### src/rtl/uart_tx_stream_if.sv
// AXI-Stream byte channel feeding the UART transmitter.
interface uart_tx_stream_if #(
  parameter int unsigned WORD_LEN = 8
) ();
  logic [WORD_LEN-1:0] s_tdata;
  logic                s_tvalid;
  logic                s_tlast;
  logic                s_tready;

  modport master (output s_tdata, output s_tvalid, output s_tlast, input s_tready);
  modport slave  (input s_tdata, input s_tvalid, input s_tlast, output s_tready);
endinterface

### src/rtl/uart_tx_stream.sv
// UART transmitter fed from an AXI-Stream FIFO; run-time parity/stop selection,
// gapless back-to-back frames and packet-end pulse.
module uart_tx_stream #(
  parameter int unsigned CLK_RATE   = 50_000_000,
  parameter int unsigned BAUD       = 115200,
  parameter int unsigned WORD_LEN   = 8,
  parameter int unsigned FIFO_DEPTH = 16,
  localparam int unsigned CNT_W     = $clog2(FIFO_DEPTH) + 1
) (
  input  logic              clk,
  input  logic              rst,
  uart_tx_stream_if.slave   s_axis,
  input  logic [1:0]        cfg_parity,
  input  logic              cfg_stop2,
  output logic              uart_tx,
  output logic              tx_busy,
  output logic [CNT_W-1:0]  fifo_count,
  output logic              frame_done,
  output logic              pkt_done
);

  localparam int unsigned BAUD_DIV = CLK_RATE / BAUD;
  localparam int unsigned BAUD_W   = $clog2(BAUD_DIV);
  localparam int unsigned AW       = $clog2(FIFO_DEPTH);
  localparam int unsigned BIT_W    = $clog2(WORD_LEN);

  typedef enum logic [2:0] {IDLE, START, DATA, PARITY, STOP} state_t;

  state_t              state;
  logic [BAUD_W-1:0]   baud_cnt;
  logic [BIT_W-1:0]    bit_idx;
  logic [WORD_LEN-1:0] shift_reg;
  logic                par_bit;
  logic                par_en;
  logic                stop2;
  logic                stop_idx;
  logic                last_flag;

  logic [WORD_LEN:0]   mem [FIFO_DEPTH];
  logic [AW-1:0]       wr_ptr;
  logic [AW-1:0]       rd_ptr;
  logic [WORD_LEN:0]   rd_word;
  logic [WORD_LEN-1:0] rd_data;
  logic                wr_en;
  logic                pop;
  logic                fifo_nempty;
  logic                bit_end;
  logic                frame_end;
  logic                par_calc;

  assign s_axis.s_tready = (fifo_count != CNT_W'(FIFO_DEPTH));
  assign wr_en       = s_axis.s_tvalid & s_axis.s_tready;
  assign fifo_nempty = (fifo_count != '0);
  assign bit_end     = (baud_cnt == BAUD_W'(BAUD_DIV - 1));
  assign frame_end   = (state == STOP) && bit_end && (!stop2 || stop_idx);
  // Load from IDLE, or straight out of the last stop bit for gapless framing.
  assign pop         = fifo_nempty && ((state == IDLE) || frame_end);
  assign rd_word     = mem[rd_ptr];
  assign rd_data     = rd_word[WORD_LEN-1:0];

  always_comb begin
    par_calc = 1'b1;
    case (cfg_parity)
      2'b01:   par_calc = ^rd_data;
      2'b10:   par_calc = ~^rd_data;
      default: par_calc = 1'b1;
    endcase
  end

  // Storage carries tlast in the top bit; contents need no reset.
  always_ff @(posedge clk) begin
    if (wr_en) mem[wr_ptr] <= {s_axis.s_tlast, s_axis.s_tdata};
  end

  always_ff @(posedge clk or posedge rst) begin
    if (rst) begin
      wr_ptr     <= '0;
      rd_ptr     <= '0;
      fifo_count <= '0;
    end else begin
      if (wr_en) wr_ptr <= wr_ptr + AW'(1);
      if (pop)   rd_ptr <= rd_ptr + AW'(1);
      case ({wr_en, pop})
        2'b10:   fifo_count <= fifo_count + CNT_W'(1);
        2'b01:   fifo_count <= fifo_count - CNT_W'(1);
        default: fifo_count <= fifo_count;
      endcase
    end
  end

  // Frame sequencer; config is latched at load so mid-frame changes are ignored.
  always_ff @(posedge clk or posedge rst) begin
    if (rst) begin
      state      <= IDLE;
      baud_cnt   <= '0;
      bit_idx    <= '0;
      shift_reg  <= '0;
      par_bit    <= 1'b0;
      par_en     <= 1'b0;
      stop2      <= 1'b0;
      stop_idx   <= 1'b0;
      last_flag  <= 1'b0;
      uart_tx    <= 1'b1;
      tx_busy    <= 1'b0;
      frame_done <= 1'b0;
      pkt_done   <= 1'b0;
    end else begin
      frame_done <= 1'b0;
      pkt_done   <= 1'b0;
      if (state != IDLE) baud_cnt <= bit_end ? '0 : baud_cnt + BAUD_W'(1);

      case (state)
        IDLE: begin
          uart_tx <= 1'b1;
          tx_busy <= 1'b0;
        end
        START: if (bit_end) begin
          state     <= DATA;
          bit_idx   <= '0;
          uart_tx   <= shift_reg[0];
          shift_reg <= shift_reg >> 1;
        end
        DATA: if (bit_end) begin
          if (bit_idx == BIT_W'(WORD_LEN - 1)) begin
            stop_idx <= 1'b0;
            if (par_en) begin
              state   <= PARITY;
              uart_tx <= par_bit;
            end else begin
              state   <= STOP;
              uart_tx <= 1'b1;
            end
          end else begin
            bit_idx   <= bit_idx + BIT_W'(1);
            uart_tx   <= shift_reg[0];
            shift_reg <= shift_reg >> 1;
          end
        end
        PARITY: if (bit_end) begin
          state    <= STOP;
          stop_idx <= 1'b0;
          uart_tx  <= 1'b1;
        end
        STOP: if (bit_end) begin
          if (stop2 && !stop_idx) begin
            stop_idx <= 1'b1;
          end else begin
            frame_done <= 1'b1;
            pkt_done   <= last_flag;
            state      <= IDLE;
            tx_busy    <= 1'b0;
          end
        end
        default: state <= IDLE;
      endcase

      // A load overrides whatever the case chose (IDLE or end of frame).
      if (pop) begin
        state     <= START;
        uart_tx   <= 1'b0;
        tx_busy   <= 1'b1;
        shift_reg <= rd_data;
        last_flag <= rd_word[WORD_LEN];
        par_en    <= (cfg_parity != 2'b00);
        par_bit   <= par_calc;
        stop2     <= cfg_stop2;
      end
    end
  end

endmodule

### src/flat_wrapper.sv
// flat-port wrapper written by rule: the top's interface ports become plain ports
module uart_tx_stream_flat 
#(
  parameter int unsigned CLK_RATE   = 50_000_000,
  parameter int unsigned BAUD       = 115200,
  parameter int unsigned WORD_LEN   = 8,
  parameter int unsigned FIFO_DEPTH = 16,
  localparam int unsigned CNT_W     = $clog2(FIFO_DEPTH) + 1
)
  (clk, rst, cfg_parity, cfg_stop2, uart_tx, tx_busy, fifo_count, frame_done, pkt_done, s_axis_s_tdata, s_axis_s_tvalid, s_axis_s_tlast, s_axis_s_tready);
  uart_tx_stream_if #(.WORD_LEN(WORD_LEN)) s_axis_i ();
  input  logic clk;
  input  logic rst;
  input  logic [1:0] cfg_parity;
  input  logic cfg_stop2;
  output logic uart_tx;
  output logic tx_busy;
  output logic [CNT_W-1:0] fifo_count;
  output logic frame_done;
  output logic pkt_done;
  input wire logic [$bits(s_axis_i.s_tdata)-1:0] s_axis_s_tdata;
  input wire logic [$bits(s_axis_i.s_tvalid)-1:0] s_axis_s_tvalid;
  input wire logic [$bits(s_axis_i.s_tlast)-1:0] s_axis_s_tlast;
  output wire logic [$bits(s_axis_i.s_tready)-1:0] s_axis_s_tready;
  assign s_axis_i.s_tdata = s_axis_s_tdata;
  assign s_axis_i.s_tvalid = s_axis_s_tvalid;
  assign s_axis_i.s_tlast = s_axis_s_tlast;
  assign s_axis_s_tready = s_axis_i.s_tready;
  uart_tx_stream #(.CLK_RATE(CLK_RATE), .BAUD(BAUD), .WORD_LEN(WORD_LEN), .FIFO_DEPTH(FIFO_DEPTH)) u_core (.clk(clk), .rst(rst), .s_axis(s_axis_i), .cfg_parity(cfg_parity), .cfg_stop2(cfg_stop2), .uart_tx(uart_tx), .tx_busy(tx_busy), .fifo_count(fifo_count), .frame_done(frame_done), .pkt_done(pkt_done));
endmodule
### config.mk
export PLATFORM = sky130hd
export DESIGN_NAME = uart_tx_stream_flat
export DESIGN_NICKNAME = d
export VERILOG_FILES = /design/src/rtl/uart_tx_stream_if.sv /design/src/rtl/uart_tx_stream.sv /design/src/flat_wrapper.sv
export SDC_FILE = /design/constraint.sdc
export NUM_CORES = 1
export LEC_CHECK = 0
export CAP_MARGIN = 30
export CORE_AREA = 2 2 143 110
export DETAILED_ROUTE_END_ITERATION = 8
export DIE_AREA = 0 0 145 112
export MAX_ROUTING_LAYER = met4
export PLACE_DENSITY = 0.72
export REMOVE_ABC_BUFFERS = 1
export SETUP_SLACK_MARGIN = 0.4
export SYNTH_ARGS = -nofsm -noshare
export SYNTH_HDL_FRONTEND = slang
export SYNTH_SLANG_ARGS = --single-unit
### constraint.sdc
create_clock -name clk -period 3.6 [get_ports clk]
set_input_delay 0.9 -clock clk [delete_from_list [all_inputs] [get_ports clk]]
set_output_delay 0.9 -clock clk [all_outputs]
set_load 0.01 [all_outputs]
==> run_results.csv <==
group,metric,value,unit
logic_synthesis,netlist_instances,490,
global_routing,grt_pass1_wl,23600,µm
clock_network,cts.sinks,189,
timing,worst_slack,0.636,ns
clock_network,root_buffer,"clkbuf_16",
worst_setup_path,cp_slowest_cell,"dfrtp_2",
routing,vias_per_cell,5.78,
logic_synthesis,synth.top_cell.area_share,0.543,
worst_setup_path,rrSetupSlack,0.64,ns
timing,slew-limit-headroom,0.363,
pwr,p_int,4050,µW
logic_synthesis,synth_ff_type,"edfxtp_1",
layout,finalNetCount,566,
logic_synthesis,synth_top_area_cell,"edfxtp_1",
pwr,clkPwrFrac,0.368,
floorplan,coreArea,14900,µm²
logic_synthesis,synthDistinctLibCells,47,
global_routing,track_usage,0.201,
floorplan,die_w,145,µm
layout,syn_to_final_growth,15.6,%
pwr,p_switching,1210,µW
global_routing,grt_pass1_vias,4255,
logic_synthesis,yosys_warnings,0,
layout,fin_cells,753,
placed_design,place_ws,0.276,ns
pwr,ir_drop,0.449,mV
logic_synthesis,syn_area,7970,µm²
pwr,p_comb_frac,0.120,
timing,rsz0062_at_grt,"no",
worst_setup_path,crit_path_start_kind,"register",
worst_setup_path,cp_common_cell,"xnor2_1",
min_path,min_path_type,"reg -> reg",
worst_setup_path,arrival,3.25,ns
clock_network,cts_inserted_buffers,17,
layout,fillCellCount,1062,
floorplan,die_h,112,µm
logic_synthesis,synthTopCellsByCount,"edfxtp_1 (144), nand2_1 (46), dfrtp_1 (44)",
placed_design,gp_congestion,0.895,
routing,final_antenna_net_count,0,
routing,first_iter_violations,366,
timing,fmax,0.337,GHz
global_routing,overflow,0,
logic_synthesis,synth.most_common_cell,"edfxtp_1",
layout,drive_gt1_frac,0.177,
routing,wl,14600,µm
clock_network,insertion_delay,0.42,ns
logic_synthesis,synth_area_leaders,"edfxtp_1 (54%), dfrtp_1 (14%), mux4_2 (7.6%)",
floorplan,row_count,39,
flow_run,maxCapViolCount,0,
status,status,"finished clean",
worst_setup_path,worstPathRequired,3.89,ns
floorplan,ios,25,
logic_synthesis,synth_edf_count,144,
clock_network,cts_tree,"yes",
clock_network,path_clk_slew,0.07,ns
timing,finalMaxSlewViolations,0,
timing,finClkSkew,0.00807,ns
clock_network,htree_num_levels,4,
logic_synthesis,ys_seq_elements,189,
worst_setup_path,cp_max_fo,23,
placed_design,portBuffers,24,
timing,finalCritPeriodShare,0.823,
global_routing,grt_max_degree,40,
floorplan,start_util,0.536,
pwr,switching_share,0.229,
placed_design,dp_hpwl,9760,µm
timing,setup_violations,0,
clock_network,ctsHoldBuffers,0,
timing,max_slew.worst_pin.slew,0.955,ns
routing,wl_per_cell,19.3,µm
routing,drc,0,
routing,drt_first_pass_iters,5,
worst_setup_path,crit_path_end_kind,"register",
timing,finalCriticalPeriod,2.96,ns
worst_setup_path,slowest_delay,0.57,ns
worst_setup_path,crit_buf_inv,2,
logic_synthesis,syn_avg_cell_area,16.3,µm²
global_routing,antenna_found_initial,0,
clock_network,cts_buffer_depth,2,
layout,diodes,0,
floorplan,die_area,16200,µm²
logic_synthesis,async_flop_share,0.238,
routing,vias,4349,
worst_setup_path,path_class,"reg -> reg",
worst_setup_path,cp_top_family,"multiplexers",
logic_synthesis,synth_seq_area_share,0.684,
placed_design,dp.cells,720,
timing,finalHoldViolCount,0,
pwr,p_seq_frac,0.511,
pwr,p_per_area,570,nW/µm²
layout,largest_reg_flops,144,
pwr,p_leak,0.00328,µW
worst_setup_path,path_cells,"buf_12, buf_12, mux4_2, a22oi_1, nand2_1, xnor2_1, xnor2_1, xnor2_1, mux2i_1, a31oi_1",
## kinds of logic after synthesis
kind of cell               after synthesis  share of synthesized area
AOI/OAI and AO/OA                       66                     0.0524
xor gates and xnor gates                22                     0.0242
adders and majority gates               16                     0.0251
buffers and inverters                   38                     0.0248
DFF                                    189                      0.684
muxes                                   52                      0.129
and+or+nand+nor                        107                     0.0608
## routing by layer
layer,wire (µm),share of wire,global-route usage
met4,104,0.0071,0.0455
met1,6930,0.48,0.295
met3,934,0.064,0.0561
met5,0,0,-
met2,6600,0.45,0.282
## cell type report
cell class / count / area, µm² / share of cell area
Clock buffer: 25 / 475 / 0.0516
Clock inverter: 7 / 138 / 0.0149
Tap cell: 205 / 256 / 0.0278
Sequential cell: 189 / 5460 / 0.592
Timing Repair Buffer: 52 / 475 / 0.0516
Multi-Input combinational cell: 263 / 2370 / 0.257
Inverter: 12 / 45.0 / 0.00489
## power by group through the flow
stage	clock [µW]	combinational [µW]	sequential, µW
floorplan	0	352	2710
global placement	0	604	2710
detailed placement	0	632	2730
CTS	1970	635	2680
global route	2060	699	2710
finish	1930	633	2690
## worst register-to-register path, cell delays in order (launching register included)
cell	delay [ns]
dfrtp_2	0.57
buf_12	0.27
buf_12	0.20
mux4_2	0.50
a22oi_1	0.21
nand2_1	0.15
xnor2_1	0.18
xnor2_1	0.26
xnor2_1	0.19
mux2i_1	0.21
a31oi_1	0.10
## stage by stage
| stage | TNS, ns | utilization | hold WS [ns] | total power [µW] | instance area, µm² |
|---|---|---|---|---|---|
| after floorplan | -4.28 | - | 0.449 | 3060 | 7820 |
| after global placement | 0 | 0.575 | 0.462 | 3320 | 8560 |
| after detailed placement | 0 | 0.575 | 0.466 | 3360 | 8560 |
| after CTS | 0 | 0.617 | 0.481 | 5290 | 9180 |
| after global routing | 0 | 0.619 | 0.509 | 5470 | 9210 |
| final | 0 | 0.619 | 0.476 | 5260 | 9210 |
## placed cells by master, fill, tap and decap left out, drive strengths merged, types with 4 or more instances in the layout
| cell type | Yosys | final |
|---|---|---|
| nand2 | 46 | 46 |
| o21ai | 23 | 23 |
| a31oi | 6 | 6 |
| a21oi | 7 | 7 |
| edfxtp | 144 | 144 |
| mux4 | 37 | 37 |
| mux2i | 11 | 11 |
| dfrtp | 44 | 44 |
| xor2 | 6 | 6 |
| and2 | 4 | 4 |
| clkbuf | 11 | 25 |
| clkdlybuf4s50 | 0 | 24 |
| a22oi | 18 | 18 |
| mux2 | 4 | 4 |
| bufinv | 0 | 4 |
| nor3 | 9 | 9 |
| xnor2 | 16 | 16 |
| nand4 | 4 | 4 |
| buf | 14 | 28 |
| nor2 | 28 | 28 |
| inv | 12 | 12 |
| ha | 16 | 16 |
## what timing repair did
item | in CTS | in global routing
buffers inserted | 0 | 1
gates cloned | 0 | 0
pin swaps | 0 | 2
endpoints found under the setup margin | 1 | 2
resized for setup | 3 | 5
## path summary, 6_finish.rpt
| check | startpoint | end | cells after the start |
|---|---|---|---|
| worst min register to register | u_core.last_flag | u_core.pkt_done | 1 |
| worst min-delay path | u_core.last_flag | u_core.pkt_done | 1 |
| worst max-delay path | u_core.rd_ptr[0] | u_core.par_bit | 10 |
| min in group asynchronous | rst | u_core.fifo_count[1] | 2 |
| max in group asynchronous | rst | u_core.uart_tx | 3 |
| worst max register to register | u_core.rd_ptr[0] | u_core.par_bit | 10 |
(Power assumes the default switching activity.)
